File: config.mk
export PLATFORM = sky130hd
export DESIGN_NAME = io_ctrl_db
export DESIGN_NICKNAME = d
export VERILOG_FILES = /design/src/rtl/io_ctrl_db.sv
export SDC_FILE = /design/constraint.sdc
export NUM_CORES = 1
export LEC_CHECK = 0
export BUFFER_PORTS_ARGS = -buffer_cell sky130_fd_sc_hd__buf_2
export CAP_MARGIN = 20
export CELL_PAD_IN_SITES_DETAIL_PLACEMENT = 0
export CELL_PAD_IN_SITES_GLOBAL_PLACEMENT = 2
export CORE_UTILIZATION = 41
export DETAILED_ROUTE_END_ITERATION = 7
export GPL_TIMING_DRIVEN = 0
export PLACE_DENSITY_LB_ADDON = 0.1
export SYNTH_ARGS = -nofsm -noshare
export SYNTH_HDL_FRONTEND = slang
export SYNTH_SLANG_ARGS = --single-unit
File: constraint.sdc
create_clock -name clk -period 2.1 [get_ports clk]
set_clock_uncertainty 0.1 [all_clocks]
set_input_delay 0.105 -clock clk [delete_from_list [all_inputs] [get_ports clk]]
set_output_delay 0.105 -clock clk [all_outputs]
set_load 0.02 [all_outputs]
File: src/rtl/io_ctrl_db.sv
// io_ctrl_db: synchronized, debounced switch/button inputs with sticky press events and a multi-mode LED driver
module io_ctrl_db #(
  parameter int N_SW      = 8,
  parameter int N_BTN     = 8,
  parameter int N_LED     = 8,
  parameter int DB_CYCLES = 100000,
  parameter int BLINK_DIV = 25000000
) (
  input  logic             clk,
  input  logic             rst_n,
  input  logic [N_SW-1:0]  SW,
  input  logic [N_BTN-1:0] BUTTON,
  input  logic [N_LED-1:0] WReg_LED,
  input  logic [1:0]       WReg_Mode,
  input  logic [7:0]       WReg_Duty,
  input  logic [N_BTN-1:0] Event_Clr,
  output logic [N_SW-1:0]  RReg_Switch,
  output logic [N_BTN-1:0] RReg_Button,
  output logic [N_BTN-1:0] RReg_Event,
  output logic [N_LED-1:0] LED,
  output logic             irq
);
  localparam int NT = N_SW + N_BTN;
  localparam int CW = DB_CYCLES > 1 ? $clog2(DB_CYCLES) : 1;
  localparam int BW = BLINK_DIV > 1 ? $clog2(BLINK_DIV) : 1;
  logic [NT-1:0]    s1_q, s2_q, db_q;
  logic [CW-1:0]    cnt_q [NT];
  logic [N_BTN-1:0] prev_q, ev_q, ev_d;
  logic [BW-1:0]    bc_q;
  logic             ph_q;
  logic [7:0]       pwm_q;
  logic [N_LED-1:0] led_q, led_d, mir;
  // Switches and buttons share one synchronizer/debouncer vector: buttons sit above switches
  always_ff @(posedge clk or negedge rst_n) begin
    if (!rst_n) begin
      s1_q <= '0;
      s2_q <= '0;
      db_q <= '0;
      for (int i = 0; i < NT; i++) cnt_q[i] <= '0;
    end else begin
      s1_q <= {BUTTON, SW};
      s2_q <= s1_q;
      for (int i = 0; i < NT; i++) begin
        if (s2_q[i] == db_q[i]) cnt_q[i] <= '0;
        else if (cnt_q[i] == CW'(DB_CYCLES - 1)) begin
          db_q[i]  <= s2_q[i];
          cnt_q[i] <= '0;
        end else cnt_q[i] <= cnt_q[i] + CW'(1);
      end
    end
  end
  assign RReg_Switch = db_q[N_SW-1:0];
  assign RReg_Button = db_q[NT-1:N_SW];
  // A debounced rising edge sets the event; set wins over a coincident clear
  always_comb ev_d = (ev_q & ~Event_Clr) | (RReg_Button & ~prev_q);
  // Event flags and the previous debounced button level used for edge detection
  always_ff @(posedge clk or negedge rst_n) begin
    if (!rst_n) begin
      prev_q <= '0;
      ev_q   <= '0;
    end else begin
      prev_q <= RReg_Button;
      ev_q   <= ev_d;
    end
  end
  assign RReg_Event = ev_q;
  assign irq        = |ev_q;
  // Blink divider and PWM counter free-run in every mode
  always_ff @(posedge clk or negedge rst_n) begin
    if (!rst_n) begin
      bc_q  <= '0;
      ph_q  <= 1'b0;
      pwm_q <= '0;
    end else begin
      pwm_q <= pwm_q + 8'd1;
      if (bc_q == BW'(BLINK_DIV - 1)) begin
        bc_q <= '0;
        ph_q <= ~ph_q;
      end else bc_q <= bc_q + BW'(1);
    end
  end
  for (genvar g = 0; g < N_LED; g++) begin : g_mir
    if (g < N_SW) begin : g_sw
      assign mir[g] = db_q[g];
    end else begin : g_pad
      assign mir[g] = 1'b0;
    end
  end
  // LED source selection by mode
  always_comb
    led_d = WReg_Mode == 2'b00 ? WReg_LED :
            WReg_Mode == 2'b01 ? (ph_q ? WReg_LED : '0) :
            WReg_Mode == 2'b10 ? mir :
            (pwm_q < WReg_Duty ? WReg_LED : '0);
  // Registered LED drive
  always_ff @(posedge clk or negedge rst_n) begin
    if (!rst_n) led_q <= '0;
    else        led_q <= led_d;
  end
  assign LED = led_q;
endmodule

==> summary.txt, run 1 <==
Outcome
  • Status: finished clean

Layout
  • Layout cells sized above 1: 13.5%
  • P&R area growth vs syn: 18.9%
  • Antenna cells: 0
  • Register area: 0.00946 mm2
  • Layout net count: 1999
  • Multi-input gate area: ~0.008 mm2
  • Fill cells: 4002
  • Post-layout instance area: ~0.021 mm2

Clocking
  • H-tree levels: 2
  • Worst-skew pair later-pin latency: 0.56 ns
  • Max Root-Sink Buffers: 3
  • Clk sinks: ~380
  • Clock slew at reported path FFs: 0.06 ns
  • CTS tree: yes
  • Cts bufs inserted: 44
  • CTS root buf: clkbuf_16

Power and ir drop
  • Maximum vdd drop: 0.000559 V
  • Logic pwr share: 4.0%
  • Total chip power: 16.0 mW
  • Pwr/cell area: 753 mW/mm2
  • P_sw: 3.48 mW
  • Clock power share: 49.3%
  • Leak pwr: 8.99 nW
  • Share of power burned in registers: 46.8%
  • P_int: 12.6 mW
  • Sw Share: between 20% and 30%

Die
  • Die area: 0.0446 mm2
  • Initial Util: 41.6%
  • Top Ports: 77
  • Row cnt: 76
  • Die Y: 211 um
  • Width of the chip: 211 um
  • Core box area: around 0.043 mm2

STA
  • Max Slew Vio Count: 0
  • Slew HR: 55.0%
  • Finish-stage setup viols: 0
  • Final worst setup slack: 0.0862 ns
  • Setup TNS after final layout: 0 ns
  • Achievable Freq: 0.497 GHz
  • Final Hold Fails: 0
  • Min cycle time layout: 2.01 ns
  • Period utilization: 95.9%
  • Slew @ Worst Pin: 0.676 ns

Critical path
  • R2r setup slk: 0.09 ns
  • Largest stage delay, worst path: 0.47 ns
  • Worst path arrival time: around 2.4 ns
  • CP Max Fanout: 4
  • Worst reg2reg startpoint: cnt_q[85]$_DFF_PN0_
  • Setup CP Type: flip-flop to flip-flop
  • Worst Setup End Kind: flip-flop
  • Cell chain of the critical path: ha_1, nand4_1, or2_2, or4_1, a21oi_1
  • Req. time, crit path: 2.48 ns
  • Worst path slowest cell: or4_1
  • Startpoint Class: flip-flop
  • Worst reg-to-reg path cell count: 5
  • Reg2reg end: cnt_q[101]$_DFF_PN0_

Synthesis
  • Post-Syn Area per Cell: 10.2 um2
  • Share of the synthesized area in the top cell type: between 50% and 60%
  • Most frequent cell after synthesis: dfrtp_1
  • Netlist cell types: 50
  • Synth Register Bits: approximately 380
  • Number of synthesized flops with an enable pin: 0
  • Post-Syn Nets: 1823
  • Sequential-to-total area share from yosys stat: 52.8%
  • Top cells by area, synth: dfrtp_1 53%, xnor2_1 6.0%, xor2_1 5.5%
  • Ys flop type: dfrtp_1
  • Mapped Cells: about 1800
  • Yosys warns: 0
  • Cell taking the most area after synthesis: dfrtp_1
  • Synthesized area: 0.0179 mm2
  • List of most frequent post-synthesis cells: 378 x dfrtp_1, 260 x nor2_1, 134 x nand2_1, 122 x xnor2_1, 113 x xor2_1
  • Post-synthesis async set-or-reset flop share: 100%

GRT
  • Vias in the first global route: 12900
  • Global-route usage over all layers: 17.4%
  • Global-route wire length before repair: 63600 um
  • Gr ovfl total: 0
  • Largest net degree at the start of global routing: 120
  • Initial antenna violation count: 1

Place
  • GPL Wtd Cong: 0.767
  • Port Buffers: 76
  • Pre-CTS WS: -0.255 ns
  • Placed instance area: between 0.015 and 0.02 mm2
  • Detailed Place HPWL: 25000 um

Hold path
  • Worst Hold Class: primary input to asynchronous set/reset pin

Routing
  • Final ANT Viol Nets: 0
  • Initial DRC Count: 575
  • Via count: 13000
  • Average routed wire per standard cell: 14.6 um
  • Remaining DRCs: 0
  • Vias per cell: 5.10
  • 1st-pass router iterations: 4
  • Final wirelength: 37200 um

Job
  • Max_cap viols: 0
-- logic make-up after synthesis --
logic type,synth area share [%]
adder cells (fa/ha/maj),1.74
buffers and inverters,2.26
flip-flops,52.8
AND/OR/NAND/NOR,24.9
AO/OA/AOI/OAI,5.66
XOR/XNOR,11.5
multiplexers,1.23
-- area by class of cell --
| cell class | instances | share of cell area, % |
|---|---|---|
| flip-flops and latches | 378 | 44.4 |
| multi-input cells | 1277 | 38.6 |
| clock buffers | 65 | 6.15 |
| repair buffers | 138 | 4.75 |
| well taps | 585 | 3.43 |
| inverters | 60 | 1.06 |
| clock inverters | 12 | 0.904 |
| plain buffers | 31 | 0.740 |
-- worst max path at each step --
stage               cells after the start                    to                 start  slack, ns
floorplan                               6   cnt_q[96]$_DFF_PN0_   cnt_q[85]$_DFF_PN0_       0.21
global placement                        1  cnt_q[146]$_DFF_PN0_                 rst_n      -6.92
detailed placement                      7  cnt_q[234]$_DFF_PN0_  cnt_q[221]$_DFF_PN0_      -0.25
CTS                                     6   cnt_q[11]$_DFF_PN0_    cnt_q[0]$_DFF_PN0_       0.01
global route                            6   cnt_q[95]$_DFF_PN0_   cnt_q[85]$_DFF_PN0_     -0.009
finish                                  5  cnt_q[101]$_DFF_PN0_   cnt_q[85]$_DFF_PN0_       0.09
-- worst max-delay path, delay by kind of cell (launching register included) --
family                     cells  cell delay [ns]
and+or+nand+nor                3             1.06
adders and majority gates      1             0.25
AOI/OAI and AO/OA              1             0.14
DFF                            1             0.39
-- per-layer routing --
layer | part of all wire [%] | global-route usage, %
met3 | 3.4 | 3.67
met2 | 45 | 26.9
met4 | 2.2 | 5.10
met5 | 0.021 | 0
met1 | 50 | 24.4
-- through the flow --
step	hold slack (ns)	utilization [%]	instances
floorplan	-0.291	-	1754
global placement	0.113	44.2	2415
detailed placement	0.0338	44.5	2420
CTS	0.0235	49.0	2533
global route	0.0424	49.5	2546
finish	0.00624	49.5	2546
-- power by group through the flow --
stage	logic (mW)	clock network, mW	registers (mW)
2_1_floorplan	0.255	0	7.62
3_3_place_gp	0.547	0	7.63
3_5_place_dp	0.575	0	7.63
4_1_cts	0.646	8.22	7.50
5_1_grt	0.738	8.52	7.52
6_report	0.638	7.91	7.50
-- sequential cells by signal (all words and copies together), names as in the netlist --
name        count
cnt_q         272
db_q           16
RReg_Event      8
pwm_q           8
s1_q           16
LED             8
prev_q          8
ph_q            1
bc_q           25
s2_q           16
-- cells in the final DEF, fill, tap and decap left out, types with 60 or more instances in the layout --
master	instances
dfrtp_1	378
nor2_1	260
nand2_1	134
xnor2_1	122
xor2_1	113
nand3_1	103
buf_2	96
nand4_1	84
inv_1	60
-- what timing repair did --
action,4_1_cts,5_1_grt
gates resized for setup,13,28
endpoints found under the hold margin,198,0
pin swaps,8,8
setup endpoints to repair,161,126
hold buffers,39,0
buffers inserted,5,13
Power figures use the tool's default switching activity.
==> run 2, diff against run 1 <==
--- a/config.mk
+++ b/config.mk
@@ -10,9 +10,11 @@
 export CELL_PAD_IN_SITES_DETAIL_PLACEMENT = 0
 export CELL_PAD_IN_SITES_GLOBAL_PLACEMENT = 2
 export CORE_UTILIZATION = 41
+export CTS_BUF_LIST = sky130_fd_sc_hd__clkbuf_8 sky130_fd_sc_hd__clkbuf_16
 export DETAILED_ROUTE_END_ITERATION = 7
 export GPL_TIMING_DRIVEN = 0
 export PLACE_DENSITY_LB_ADDON = 0.1
+export RECOVER_POWER = 25
 export SYNTH_ARGS = -nofsm -noshare
 export SYNTH_HDL_FRONTEND = slang
 export SYNTH_SLANG_ARGS = --single-unit
==> run 2 against run 1 <==
Against the previous run: the run now ends with negative hold slack left; fmax about the same; sequential share of layout area about the same; register-to-register slack about the same; hold slack worse by 0.011 ns; sequential power about the same; flip-flop and latch count unchanged; combinational power down 0.8%; first-iteration DRC count up 0.52%; global-route usage unchanged; core utilization about the same; total power down 0.30%; critical endpoint unchanged; largest cell class unchanged.
==> summary.txt, run 2 (synthesis gave the netlist of run 1 again) <==
Routing
  • 1st-pass router iterations: 4
  • Via count: 13000
  • Vias per cell: 5.11
  • Remaining DRCs: 0
  • DR WL met3: approximately 1300 um
  • Final wirelength: 37200 um
  • DRT met1 WL: between 15000 and 20000 um
  • Max layer used: met5
  • Metal2 WL: 16600 um
  • Average routed wire per standard cell: 14.6 um
  • Initial DRC Count: 578
  • Final ANT Viol Nets: 0

STA
  • Final Hold Fails: 2
  • Max Slew Vio Count: 0
  • Slew @ Worst Pin: 1.10 ns
  • Final worst setup slack: 0.0863 ns
  • Min cycle time layout: a little over 2 ns
  • Hold slack: -0.00426 ns
  • Period utilization: 95.9%
  • Achievable Freq: around 0.50 GHz
  • Slew HR: 26.6%
  • Setup TNS after final layout: 0 ns
  • Finish-stage setup viols: 0

Critical path
  • Largest stage delay, worst path: between 0.4 and 0.5 ns
  • CP Buf/Inv Count: 0
  • Cell chain of the critical path: ha_1, nand4_1, or2_2, or4_1, a21oi_1
  • Worst reg-to-reg path cell count: 5
  • Req. time, crit path: 2.48 ns
  • Startpoint Class: flip-flop
  • Worst Setup End Kind: flip-flop
  • Worst reg2reg startpoint: cnt_q[85]$_DFF_PN0_
  • R2r setup slk: 0.09 ns
  • Worst path arrival time: 2.40 ns
  • Setup CP Type: flip-flop to flip-flop
  • Reg2reg end: cnt_q[101]$_DFF_PN0_
  • CP delay by family, top: simple AND/OR/NAND/NOR gates
  • CP Max Fanout: 4
  • Worst path slowest cell: or4_1

Power and ir drop
  • Maximum vdd drop: 0.000559 V
  • Leak pwr: ~9.0 nW
  • Pwr/cell area: 751 mW/mm2

Outcome
  • Status: complete, but fails checks
  • Violated checks: negative hold slack

Clocking
  • Worst-skew pair later-pin latency: 0.56 ns
  • Cts bufs inserted: 44
  • Max Root-Sink Buffers: 3
  • CTS root buf: clkbuf_16
  • H-tree levels: 2
  • Clk sinks: 378
  • CTS tree: yes
  • Clock slew at reported path FFs: around 0.060 ns

GRT
  • Vias in the first global route: 12900
  • Gr ovfl total: 0
  • Global-route wire length before repair: 63600 um
  • Initial antenna violation count: 1
  • Largest net degree at the start of global routing: 120
  • Global-route usage over all layers: 17.4%

Hold path
  • Worst Hold Class: primary input to asynchronous set/reset pin

Layout
  • Largest registers: cnt_q (272), bc_q (25)
  • Layout net count: 1999
  • Final non-filler cell total: 2546
  • Post-layout instance area: 0.0213 mm2
  • Largest Register: cnt_q
  • Layout cells sized above 1: about 13%
  • Most common cell after layout, fill and taps aside: dfrtp_1
  • Antenna cells: 0
  • P&R area growth vs syn: 18.8%
  • Leading cell types in the layout, fill and taps excluded: 378 x dfrtp_1, 260 x nor2_1, 134 x nand2_1, 122 x xnor2_1, 113 x xor2_1
  • Max reg flops: ~270

Place
  • Detailed Place HPWL: 25000 um
  • Pre-CTS WS: -0.255 ns
  • GPL Wtd Cong: about 0.77
  • Placed instance area: 0.0192 mm2
  • Port Buffers: 76
  • Placed cells: 2420

Die
  • Die Y: 211 um
  • Width of the chip: 211 um
  • Initial Util: 41.6%
  • Core box area: ~0.043 mm2
  • Top Ports: 77
  • Row cnt: 76
  • Die area: 0.0446 mm2

Job
  • Max_cap viols: 0
==> run 2: per-layer routing <==
| layer | vias to the layer above | global-route usage [%] |
|---|---|---|
| met4 | 2 | 5.10 |
| met5 | - | 0 |
| met1 | 6269 | 24.4 |
| met3 | 61 | 3.67 |
| li1 | 6528 | - |
| met2 | 139 | 26.9 |
==> run 2: cell type report <==
class | count | area [um2]
multi-input cells | 1277 | 8230
well taps | 585 | 732
clock buffers | 56 | 1280
inverters | 60 | 225
repair buffers | 138 | 992
plain buffers | 31 | 158
flip-flops and latches | 378 | 9460
clock inverters | 21 | 226
fillers | 4005 | 21800
==> run 2: worst max-delay path by stage <==
stage	from	slack, ns	depth (start not counted)	end
floorplan	cnt_q[85]$_DFF_PN0_	0.21	6	cnt_q[96]$_DFF_PN0_
global placement	rst_n	-6.92	1	cnt_q[146]$_DFF_PN0_
detailed placement	cnt_q[221]$_DFF_PN0_	-0.25	7	cnt_q[234]$_DFF_PN0_
CTS	cnt_q[0]$_DFF_PN0_	0.01	6	cnt_q[11]$_DFF_PN0_
global route	cnt_q[85]$_DFF_PN0_	-0.009	6	cnt_q[95]$_DFF_PN0_
finish	cnt_q[85]$_DFF_PN0_	0.09	5	cnt_q[101]$_DFF_PN0_
==> run 2: worst register-to-register path, cell delays in order, from the launching register on <==
cell     delay, ns
dfrtp_1       0.39
ha_1          0.25
nand4_1       0.23
or2_2         0.36
or4_1         0.47
a21oi_1       0.14
==> run 2: where the power goes <==
part / leakage [nW] / switching (mW) / total, mW / internal (mW)
Clock: 0.780 / 2.99 / 7.86 / 4.87
Sequential: 5.13 / 0.0991 / 7.50 / 7.40
Combinational: 3.10 / 0.393 / 0.633 / 0.240
==> run 2: through the flow <==
| step | power, mW | utilization (%) |
|---|---|---|
| floorplan | 7.88 | - |
| global placement | 8.18 | 44.2 |
| detailed placement | 8.21 | 44.5 |
| CTS | 16.3 | 49.0 |
| global route | 16.7 | 49.4 |
| finish | 16.0 | 49.4 |
==> run 2: what timing repair did <==
action                                 CTS  global route
pin swaps                                8             8
hold buffers                            39             0
gates resized for setup                 13            28
setup endpoints to repair              161           126
setup buffers                            5            13
endpoints found under the hold margin  198             0
==> run 3, diff against run 2 <==
--- a/config.mk
+++ b/config.mk
@@ -5,13 +5,15 @@
 export SDC_FILE = /design/constraint.sdc
 export NUM_CORES = 1
 export LEC_CHECK = 0
-export BUFFER_PORTS_ARGS = -buffer_cell sky130_fd_sc_hd__buf_2
+export ABC_AREA = 1
 export CAP_MARGIN = 20
 export CELL_PAD_IN_SITES_DETAIL_PLACEMENT = 0
 export CELL_PAD_IN_SITES_GLOBAL_PLACEMENT = 2
-export CORE_UTILIZATION = 41
+export CORE_ASPECT_RATIO = 0.9
+export CORE_UTILIZATION = 39
 export CTS_BUF_LIST = sky130_fd_sc_hd__clkbuf_8 sky130_fd_sc_hd__clkbuf_16
 export DETAILED_ROUTE_END_ITERATION = 7
+export DONT_BUFFER_PORTS = 1
 export GPL_TIMING_DRIVEN = 0
 export PLACE_DENSITY_LB_ADDON = 0.1
 export RECOVER_POWER = 25
==> run 3 against run 2 <==
Against the previous run: highest routed layer is now met4; worst setup slack better by 0.0092 ns; the run still ends with negative hold slack left; critical path depth rose by 2; synthesized area grew 9.1%; combinational power down 34%; flip-flop and latch count unchanged; register-to-register slack is essentially flat; via count is 22% higher.
==> summary.txt, run 3 <==
Synthesis
  • Sequential-to-total area share from yosys stat: 48.4%
  • Post-synthesis async set-or-reset flop share: 100%
  • Synth Register Bits: 378
  • Number of synthesized flops with an enable pin: 0
  • Mapped Cells: roughly 2500
  • List of most frequent post-synthesis cells: 486 x nor2_1, 432 x nand2_1, 378 x dfrtp_1, 346 x inv_1, 158 x nand3_1
  • Synthesized area: ~0.020 mm2
  • Top cells by area, synth: dfrtp_1 48%, nor2_1 9.3%, nand2_1 8.3%
  • Cell taking the most area after synthesis: dfrtp_1
  • Ys flop type: dfrtp_1
  • Netlist cell types: 35
  • Post-Syn Area per Cell: 7.93 um2
  • Yosys warns: 0
  • Most frequent cell after synthesis: nor2_1
  • Share of the synthesized area in the top cell type: 48.4%
  • Post-Syn Nets: 2535

Routing
  • Remaining DRCs: 0
  • Final ANT Viol Nets: 0
  • DRT met1 WL: 22800 um
  • 1st-pass router iterations: 5
  • Average routed wire per standard cell: 13.6 um
  • Max layer used: met4
  • Vias per cell: 4.86
  • Final wirelength: between 40000 and 50000 um
  • Metal2 WL: 19500 um
  • DR WL met3: 1520 um
  • Initial DRC Count: 866
  • Via count: 15900

Clocking
  • H-tree levels: 2
  • Cts bufs inserted: 44
  • CTS tree: yes
  • CTS root buf: clkbuf_16
  • Clk sinks: 378
  • Worst-skew pair later-pin latency: approximately 0.57 ns
  • Hold buffer count at cts: 56
  • Clock slew at reported path FFs: 0.06 ns
  • Max Root-Sink Buffers: 3
  • Post-CTS Setup Repair Bufs: 0
  • Post-cts resize count: 0

Critical path
  • Setup CP Type: flip-flop to flip-flop
  • Worst path arrival time: around 2.4 ns
  • Req. time, crit path: 2.44 ns
  • Worst Setup End Kind: flip-flop
  • CP Max Fanout: 10
  • Startpoint Class: flip-flop

STA
  • Period utilization: roughly 95%
  • Finish-stage setup viols: 0
  • RSZ-0062 raised after global routing: no
  • Hold slack: -0.865 ns
  • Slew HR: 35.1%
  • Min cycle time layout: 2.00 ns
  • Max Slew Vio Count: 0
  • Setup TNS after final layout: 0 ns
  • Final Hold Fails: between 300 and 400
  • Achievable Freq: 0.499 GHz
  • Slew @ Worst Pin: 0.973 ns

GRT
  • Vias in the first global route: 15600
  • Global-route wire length before repair: 77500 um
  • Initial antenna violation count: 0
  • Global-route usage over all layers: between 10% and 20%
  • Gr ovfl total: 0
  • Largest net degree at the start of global routing: between 300 and 400

Power and ir drop
  • Leak pwr: around 9.6 nW
  • Pwr/cell area: about 700 mW/mm2
  • Total chip power: 16.2 mW
  • Maximum vdd drop: 0.000564 V

Layout
  • Largest Register: cnt_q
  • Antenna cells: 0
  • Fill cells: 4936
  • Layout net count: ~2600
  • Largest registers: cnt_q (272), bc_q (25)
  • Max reg flops: 272
  • Leading cell types in the layout, fill and taps excluded: 486 x nor2_1, 432 x nand2_1, 378 x dfrtp_1, 352 x inv_1, 158 x nand3_1
  • Most common cell after layout, fill and taps aside: nor2_1
  • Util after Layout: between 40% and 50%
  • P&R area growth vs syn: 15.3%
  • Layout cells sized above 1: under 10%

Die
  • Top Ports: 77
  • Core box area: 0.0493 mm2
  • Die area: between 0.05 and 0.06 mm2
  • Die Y: 214 um
  • Row cnt: 77
  • Initial Util: 39.7%
  • Width of the chip: 238 um

Place
  • Port Buffers: 0
  • Detailed Place HPWL: 31300 um
  • GPL Wtd Cong: between 0.8 and 0.9

Job
  • Max_cap viols: 0

Outcome
  • Violated checks: negative hold slack
  • Status: complete, but fails checks

Hold path
  • Worst Hold Class: primary input to asynchronous set/reset pin
[run 3: changes by cell type in the layout (fill, tap and decap cells not counted), moves of 37 or more]
cell     delta
buf_2      -93
and4_1     -37
inv_1     +283
xnor2_1   -103
nor3_1     +96
nand2_1   +298
a21oi_1    +52
nor2_1    +226
nand3_1    +55
[run 3: routing by layer]
layer  up-vias  GRT usage, %
li1       8120             -
met1      7518          26.8
met2       210          27.4
met3        57          2.74
met4         0          5.19
met5         -             0
[run 3: power breakdown]
group | switching, mW | internal [mW] | total (mW) | leakage, nW
Sequential | 0.0982 | 7.40 | 7.50 | 5.12
Combinational | 0.237 | 0.179 | 0.417 | 3.70
Clock | 3.07 | 5.16 | 8.23 | 0.803
[run 3: stage by stage]
stage	worst slack [ns]	instances	instance area (um2)
3_3_place_gp	0.0929	3137	20400
2_1_floorplan	0.561	2466	19600
6_report	0.0954	3273	22500
4_1_cts	0.103	3272	22500
3_5_place_dp	0.133	3137	20400
5_1_grt	0.0111	3273	22500
[run 3: worst max-delay path: stages, from the launching register on]
cell and delay (ns):
dfrtp_1 0.46, ha_1 0.31, nand3_1 0.18, nor3_1 0.19, nand3_1 0.11, nor2_2 0.27, buf_6 0.21, nor2_1 0.06
[run 3: logic make-up after synthesis]
family	synth area share [%]
buffers and inverters	7.04
XOR/XNOR	5.96
AND/OR/NAND/NOR	33.0
adder cells (fa/ha/maj)	1.60
flip-flops	48.4
AO/OA/AOI/OAI	4.05
[run 3: final timing paths]
check,from,endpoint,slack (ns),cells after the start
max reg2reg,bc_q[0]$_DFF_PN0_,bc_q[21]$_DFF_PN0_,0.1,7
max in group asynchronous,rst_n,cnt_q[16]$_DFF_PN0_,1.96,0
min in group clk,SW[4],s1_q[4]$_DFF_PN0_,0.04,1
min,rst_n,cnt_q[186]$_DFF_PN0_,-0.86,0
max,bc_q[0]$_DFF_PN0_,bc_q[21]$_DFF_PN0_,0.1,7
min reg2reg,s1_q[4]$_DFF_PN0_,s2_q[4]$_DFF_PN0_,0.24,0
[run 3: area by class of cell]
| cell class | instances | area [um2] | area share (%) |
|---|---|---|---|
| Inverter | 360 | 1350 | 5.99 |
| Sequential cell | 378 | 9460 | 42.0 |
| Multi-Input combinational cell | 1724 | 8720 | 38.7 |
| Buffer | 4 | 25.0 | 0.111 |
| Timing Repair Buffer | 57 | 571 | 2.53 |
| Tap cell | 671 | 840 | 3.72 |
| Clock buffer | 57 | 1290 | 5.73 |
| Clock inverter | 22 | 284 | 1.26 |
